### src/rtl/alu_pkg.sv
`default_nettype none
// ============================================================================
// Module      : alu_pkg
// Description : Shared opcodes, flag bit indices and FSM state encoding for
//               the two-port ALU arbiter.
// Revision    : 1.0 - initial release
// ============================================================================
package alu_pkg;

    localparam int unsigned c_DATA_W = 32;

    localparam logic [2:0] c_OP_ADD = 3'd0;
    localparam logic [2:0] c_OP_SUB = 3'd1;
    localparam logic [2:0] c_OP_AND = 3'd2;
    localparam logic [2:0] c_OP_OR  = 3'd3;
    localparam logic [2:0] c_OP_XOR = 3'd4;

    localparam int unsigned c_FLAG_NE = 0;
    localparam int unsigned c_FLAG_EQ = 1;
    localparam int unsigned c_FLAG_LT = 2;
    localparam int unsigned c_FLAG_GT = 3;

    typedef enum logic [1:0] {
        ST_IDLE = 2'd0,
        ST_EXEC = 2'd1,
        ST_RESP = 2'd2
    } state_t;

endpackage
`default_nettype wire

### src/rtl/alu_dp.sv
`default_nettype none
// ============================================================================
// Module      : alu_dp
// Description : Combinational ALU datapath with unsigned compare flags.
// Revision    : 1.0 - initial release
// ============================================================================
module alu_dp
    import alu_pkg::*;
(
    input  logic [2:0]          i_op,
    input  logic [c_DATA_W-1:0] i_a,
    input  logic [c_DATA_W-1:0] i_b,
    output logic [c_DATA_W-1:0] o_r,
    output logic [3:0]          o_flags
);

    always_comb begin
        o_r = '0;
        // Add/sub wrap modulo 2^32; reserved opcodes leave the result at zero.
        case (i_op)
            c_OP_ADD: o_r = i_a + i_b;
            c_OP_SUB: o_r = i_a - i_b;
            c_OP_AND: o_r = i_a & i_b;
            c_OP_OR:  o_r = i_a | i_b;
            c_OP_XOR: o_r = i_a ^ i_b;
            default:  o_r = '0;
        endcase
    end

    always_comb begin
        o_flags            = '0;
        o_flags[c_FLAG_NE] = (i_a != i_b);
        o_flags[c_FLAG_EQ] = (i_a == i_b);
        o_flags[c_FLAG_LT] = (i_a <  i_b);
        o_flags[c_FLAG_GT] = (i_a >  i_b);
    end

endmodule
`default_nettype wire

### src/rtl/alu_arbiter.sv
`default_nettype none
// ============================================================================
// Module      : alu_arbiter
// Description : Two requesters share one ALU; round-robin or fixed-priority
//               grant, IDLE/EXEC/RESP handshake FSM.
// Revision    : 1.0 - initial release
// ============================================================================
module alu_arbiter
    import alu_pkg::*;
#(
    parameter bit FIXED_PRIO = 1'b0
) (
    input  logic                clk,
    input  logic                rst,
    input  logic                req0_valid,
    output logic                req0_ready,
    input  logic [2:0]          req0_op,
    input  logic [c_DATA_W-1:0] req0_a,
    input  logic [c_DATA_W-1:0] req0_b,
    input  logic                req1_valid,
    output logic                req1_ready,
    input  logic [2:0]          req1_op,
    input  logic [c_DATA_W-1:0] req1_a,
    input  logic [c_DATA_W-1:0] req1_b,
    output logic                rsp_valid,
    input  logic                rsp_ready,
    output logic                rsp_id,
    output logic [c_DATA_W-1:0] rsp_r,
    output logic [3:0]          rsp_flags,
    output logic                busy
);

    state_t              r_state;
    state_t              w_state_nxt;
    logic                r_last_grant;
    logic [2:0]          r_op;
    logic [c_DATA_W-1:0] r_a;
    logic [c_DATA_W-1:0] r_b;
    logic                r_id;
    logic                r_rsp_valid;
    logic                r_rsp_id;
    logic [c_DATA_W-1:0] r_rsp_r;
    logic [3:0]          r_rsp_flags;
    logic                w_grant_id;
    logic                w_accept;
    logic [c_DATA_W-1:0] w_alu_r;
    logic [3:0]          w_alu_flags;

    // Port 1 wins only when port 0 is idle, or on contention when port 0 went last.
    always_comb begin
        if (FIXED_PRIO)
            w_grant_id = ~req0_valid;
        else if (req0_valid && req1_valid)
            w_grant_id = ~r_last_grant;
        else
            w_grant_id = ~req0_valid;
    end

    always_comb begin
        w_state_nxt = r_state;
        w_accept    = 1'b0;
        case (r_state)
            ST_IDLE: begin
                if ((req0_valid || req1_valid) && !rst) begin
                    w_accept    = 1'b1;
                    w_state_nxt = ST_EXEC;
                end
            end
            ST_EXEC: w_state_nxt = ST_RESP;
            ST_RESP: if (rsp_ready) w_state_nxt = ST_IDLE;
            default: w_state_nxt = ST_IDLE;
        endcase
    end

    always_ff @(posedge clk) begin
        if (rst) r_state <= ST_IDLE;
        else     r_state <= w_state_nxt;
    end

    always_ff @(posedge clk) begin
        if (rst) begin
            r_last_grant <= 1'b1;
            r_op         <= '0;
            r_a          <= '0;
            r_b          <= '0;
            r_id         <= 1'b0;
            r_rsp_valid  <= 1'b0;
            r_rsp_id     <= 1'b0;
            r_rsp_r      <= '0;
            r_rsp_flags  <= '0;
        end else begin
            if (w_accept) begin
                r_op         <= w_grant_id ? req1_op : req0_op;
                r_a          <= w_grant_id ? req1_a  : req0_a;
                r_b          <= w_grant_id ? req1_b  : req0_b;
                r_id         <= w_grant_id;
                r_last_grant <= w_grant_id;
            end
            if (r_state == ST_EXEC) begin
                r_rsp_valid <= 1'b1;
                r_rsp_id    <= r_id;
                r_rsp_r     <= w_alu_r;
                r_rsp_flags <= w_alu_flags;
            end else if (r_state == ST_RESP && rsp_ready) begin
                r_rsp_valid <= 1'b0;
            end
        end
    end

    alu_dp u_alu_dp (
        .i_op    (r_op),
        .i_a     (r_a),
        .i_b     (r_b),
        .o_r     (w_alu_r),
        .o_flags (w_alu_flags)
    );

    assign req0_ready = w_accept & ~w_grant_id;
    assign req1_ready = w_accept &  w_grant_id;
    assign rsp_valid  = r_rsp_valid;
    assign rsp_id     = r_rsp_id;
    assign rsp_r      = r_rsp_r;
    assign rsp_flags  = r_rsp_flags;
    assign busy       = (r_state != ST_IDLE);

endmodule
`default_nettype wire
### config.mk
export PLATFORM = sky130hd
export DESIGN_NAME = alu_arbiter
export DESIGN_NICKNAME = d
export VERILOG_FILES = /design/src/rtl/alu_pkg.sv /design/src/rtl/alu_dp.sv /design/src/rtl/alu_arbiter.sv
export SDC_FILE = /design/constraint.sdc
export NUM_CORES = 1
export LEC_CHECK = 0
export CAP_MARGIN = 40
export CORE_AREA = 2 2 137 139
export CTS_CLUSTER_SIZE = 12
export DETAILED_ROUTE_END_ITERATION = 10
export DIE_AREA = 0 0 139 141
export PLACE_DENSITY = 0.81
export SLEW_MARGIN = 0
export SYNTH_ARGS = -nofsm -noshare
export SYNTH_HDL_FRONTEND = slang
export SYNTH_SLANG_ARGS = --single-unit
### constraint.sdc
create_clock -name clk -period 3.4 [get_ports clk]
set_input_delay 0.34 -clock clk [delete_from_list [all_inputs] [get_ports clk]]
set_output_delay 0.34 -clock clk [all_outputs]
set_load 0.01 [all_outputs]
==> impl_metrics.csv <==
group,metric,value,unit
status,status,"finished, final reports clean",
clocking,cts_tree,"yes",
clocking,cts_max_level,3,
floorplanning,die_h,141,um
synthesis,syn_area,0.00967,mm2
synthesis,ys_seq_area_frac,0.226,
sta,setup_viol,0,
synthesis,synth_flop_cell,"dfxtp_1",
synthesis,yosys.area.top_type_share,0.226,
placed_design,portBuffers,179,
power,vdd_drop_max,341,uV
layout,drive_gt1_frac,0.0627,
synthesis,syn_avg_cell_area,7.46,um2
clocking,cts_sinks,109,
synthesis,synthArstFlopShare,0,
synthesis,yosys_warnings,0,
floorplanning,initial_core_util,0.529,
placed_design,dpl_worst_slack,0.127,ns
placed_design,gp_congestion,0.996,
critical_path,required,3.71,ns
critical_path,crit_type,"flop to flop",
placed_design,dp_hpwl,23300,um
synthesis,synthXorXnorAreaFrac,0.0227,
synthesis,synthTopCellsByArea,"dfxtp_1 (23%), ha_1 (13%), mux2i_1 (7.4%), nor2_1 (7.1%), a211oi_1 (6.8%)",
routing,drcViolationCount,0,
sta,worst_pin_slew,0.878,ns
layout,area_delta_synth_final,25.6,%
clocking,cts_resized,0,
power,power.density,457,mW/mm2
synthesis,synthSimpleGateAreaFrac,0.167,
power,p_leak,5.04,nW
layout,final_cells,1686,
floorplanning,dieArea,0.0196,mm2
layout,fin_nets,1692,
clocking,clk_pin_slew_worst_paths,0.08,ns
layout,multi_input_area,0.00678,mm2
run,maxCapViolCount,0,
critical_path,worstPathArrival,3.52,ns
sta,rsz0062_at_grt,"false",
sta,finalCritPeriodShare,0.944,
floorplanning,chipWidth,139,um
critical_path,start_kind,"flop",
routing,firstDrtPassIters,5,
sta,min_period,3.21,ns
clocking,clock_path_buffers,2,
sta,setup_tns,0,ns
routing,vias_per_cell,6.07,
synthesis,synth_compound_area_frac,0.295,
routing,num_vias,10200,
clocking,hold_buffers,0,
clocking,root_buffer,"clkbuf_16",
synthesis,synth_nets,1541,
global_route,grtUsageTotal,0.309,
floorplanning,ios,180,
global_route,grt_pass1_vias,9745,
synthesis,syn-instance-count,1296,
critical_path,crit_fanout,9,
synthesis,synthMuxAreaShare,0.0735,
synthesis,synth_top_family_by_area,"compound AO/OA/AOI/OAI gates",
global_route,antenna_found_initial,0,
synthesis,synthDistinctLibCells,68,
routing,wl,30800,um
floorplanning,rows,50,
synthesis,synth_edf_count,0,
routing,drt_iter0_markers,954,
clocking,cts_buffers,9,
synthesis,ys_ff_latch,109,
global_route,grt_overflow,0,
global_route,grt_max_degree,137,
layout,regArea,0.00218,mm2
sta,fmax,312,MHz
synthesis,synth_adder_area_share,0.139,
placed_design,dp_cells,1670,
sta,hold_viol_final,0,
routing,post_drt_wl_per_cell,18.3,um
sta,skew,0.0121,ns
clocking,insertion_delay,0.37,ns
synthesis,yosysTopAreaCell,"dfxtp_1",
layout,n_antenna_cell,0,
sta,layout_setup_ws,0.190,ns
global_route,grt_pass1_wl,49600,um
critical_path,setup.worst_path.end_class,"flop",
routing,ant_nets,0,
floorplanning,core_area,0.0183,mm2
layout,n_fill_cell,1623,
sta,slew_headroom,0.415,
sta,drv_slew,0,
clocking,post-cts-setup-buffer-count,0,
min_path,hold_path_class,"input pin to flop",
Yosys cell counts, types with 8 or more instances:
library cell	instances
nor2_1	182
dfxtp_1	109
ha_1	104
inv_1	99
a211oi_1	87
a21oi_1	85
nand2_1	78
clkbuf_1	76
o21ai_0	72
mux2i_1	71
nor3_1	27
nand3_1	23
xnor2_1	23
o211ai_1	21
a21o_1	20
a31oi_1	16
nor2b_1	16
nor4_1	13
o31ai_1	12
nand2b_1	11
o22ai_1	11
a22oi_1	9
buf_1	9
o21bai_1	9
a221o_1	8
logic make-up after synthesis:
group / after synthesis
compound gates: 421
simple gates: 370
buf+inv: 194
flops: 109
fa+ha+maj: 106
mux: 71
xor+xnor: 25
power by group:
group	internal, mW	leakage [nW]	switching (mW)
Combinational	1.17	3.99	1.67
Sequential	1.43	0.900	0.140
Clock	0.587	0.153	0.556
Total	3.18	5.04	2.37
flip-flops by register name (all words and copies together), names as in the netlist:
register      count
rsp_flags         4
r_state           2
r_a              32
r_last_grant      1
r_id              1
rsp_r            32
r_op              3
rsp_id            1
rsp_valid         1
r_b              32
per-stage QoR:
step	instance area (um2)	total power, mW	hold slack, ns	utilization
4_1_cts	12100	5.49	0.254	0.664
5_1_grt	12100	5.88	0.265	0.665
2_1_floorplan	9670	3.40	0.429	-
6_report	12100	5.55	0.264	0.665
3_5_place_dp	11800	4.34	0.453	0.647
3_3_place_gp	11800	4.31	0.433	0.647
cells in the final DEF (no fill, tap or decap), types with 4 or more instances in the layout:
master           netlist  routed
nor4_1                13      12
o21bai_1               9       9
or2_2                  4       4
a221oi_1               7       7
clkbuf_16              0       9
ha_1                 104     101
a22oi_1                9       9
nand3_1               23      23
o31ai_1               12      12
o21a_1                 6       6
nand2b_1              11      11
inv_1                 99      99
a221o_1                8       8
buf_4                  0      52
nor2_1               182     181
a21oi_1               85      84
nor2b_1               16      16
nand2_1               78      78
clkdlybuf4s50_1        0     178
a41oi_1                4       4
a211oi_1              87      87
o221ai_1               5       5
dfxtp_1              109     108
xnor2_1               23      23
a31oi_1               16      16
o22ai_1               11      11
o21ai_0               72      71
nor3_1                27      27
a21o_1                20      20
o31a_1                 5       5
nand4_1                5       5
o211ai_1              21      21
mux2i_1               71      71
a311oi_1               5       5
worst max-delay path: stages, from the launching register on:
cell,delay (ns)
dfxtp_1,0.39
inv_1,0.07
ha_1,0.41
a21o_1,0.22
a31oi_1,0.28
a211oi_1,0.12
or3b_4,0.43
o32a_1,0.39
o31a_1,0.34
o2111a_1,0.24
o32ai_1,0.11
a22o_1,0.16
metal layers:
| layer | global-route usage | up-vias | wire length, um |
|---|---|---|---|
| li1 | - | 4944 | - |
| met1 | 0.391 | 4702 | 12800 |
| met2 | 0.527 | 498 | 14700 |
| met3 | 0.0547 | 90 | 2430 |
| met4 | 0.115 | 0 | 945 |
| met5 | 0 | - | 0 |
path summary, 6_finish.rpt:
kind | startpoint | endpoint | slack [ns] | cells past startpoint
max | r_a[4] | rsp_r[27] | 0.19 | 11
min | rst | rsp_r[14] | 0.26 | 2
max reg2reg | r_a[4] | rsp_r[27] | 0.19 | 11
min reg2reg | rsp_r[5] | rsp_r[5] | 0.46 | 2
area by class of cell:
class | count | area share
multi-input cells | 993 | 0.558
repair buffers | 232 | 0.181
flip-flops and latches | 109 | 0.180
inverters | 102 | 0.0315
well taps | 234 | 0.0241
clock buffers | 9 | 0.0186
clock inverters | 7 | 0.00670
Note: power is estimated with default switching activity, not from simulation.
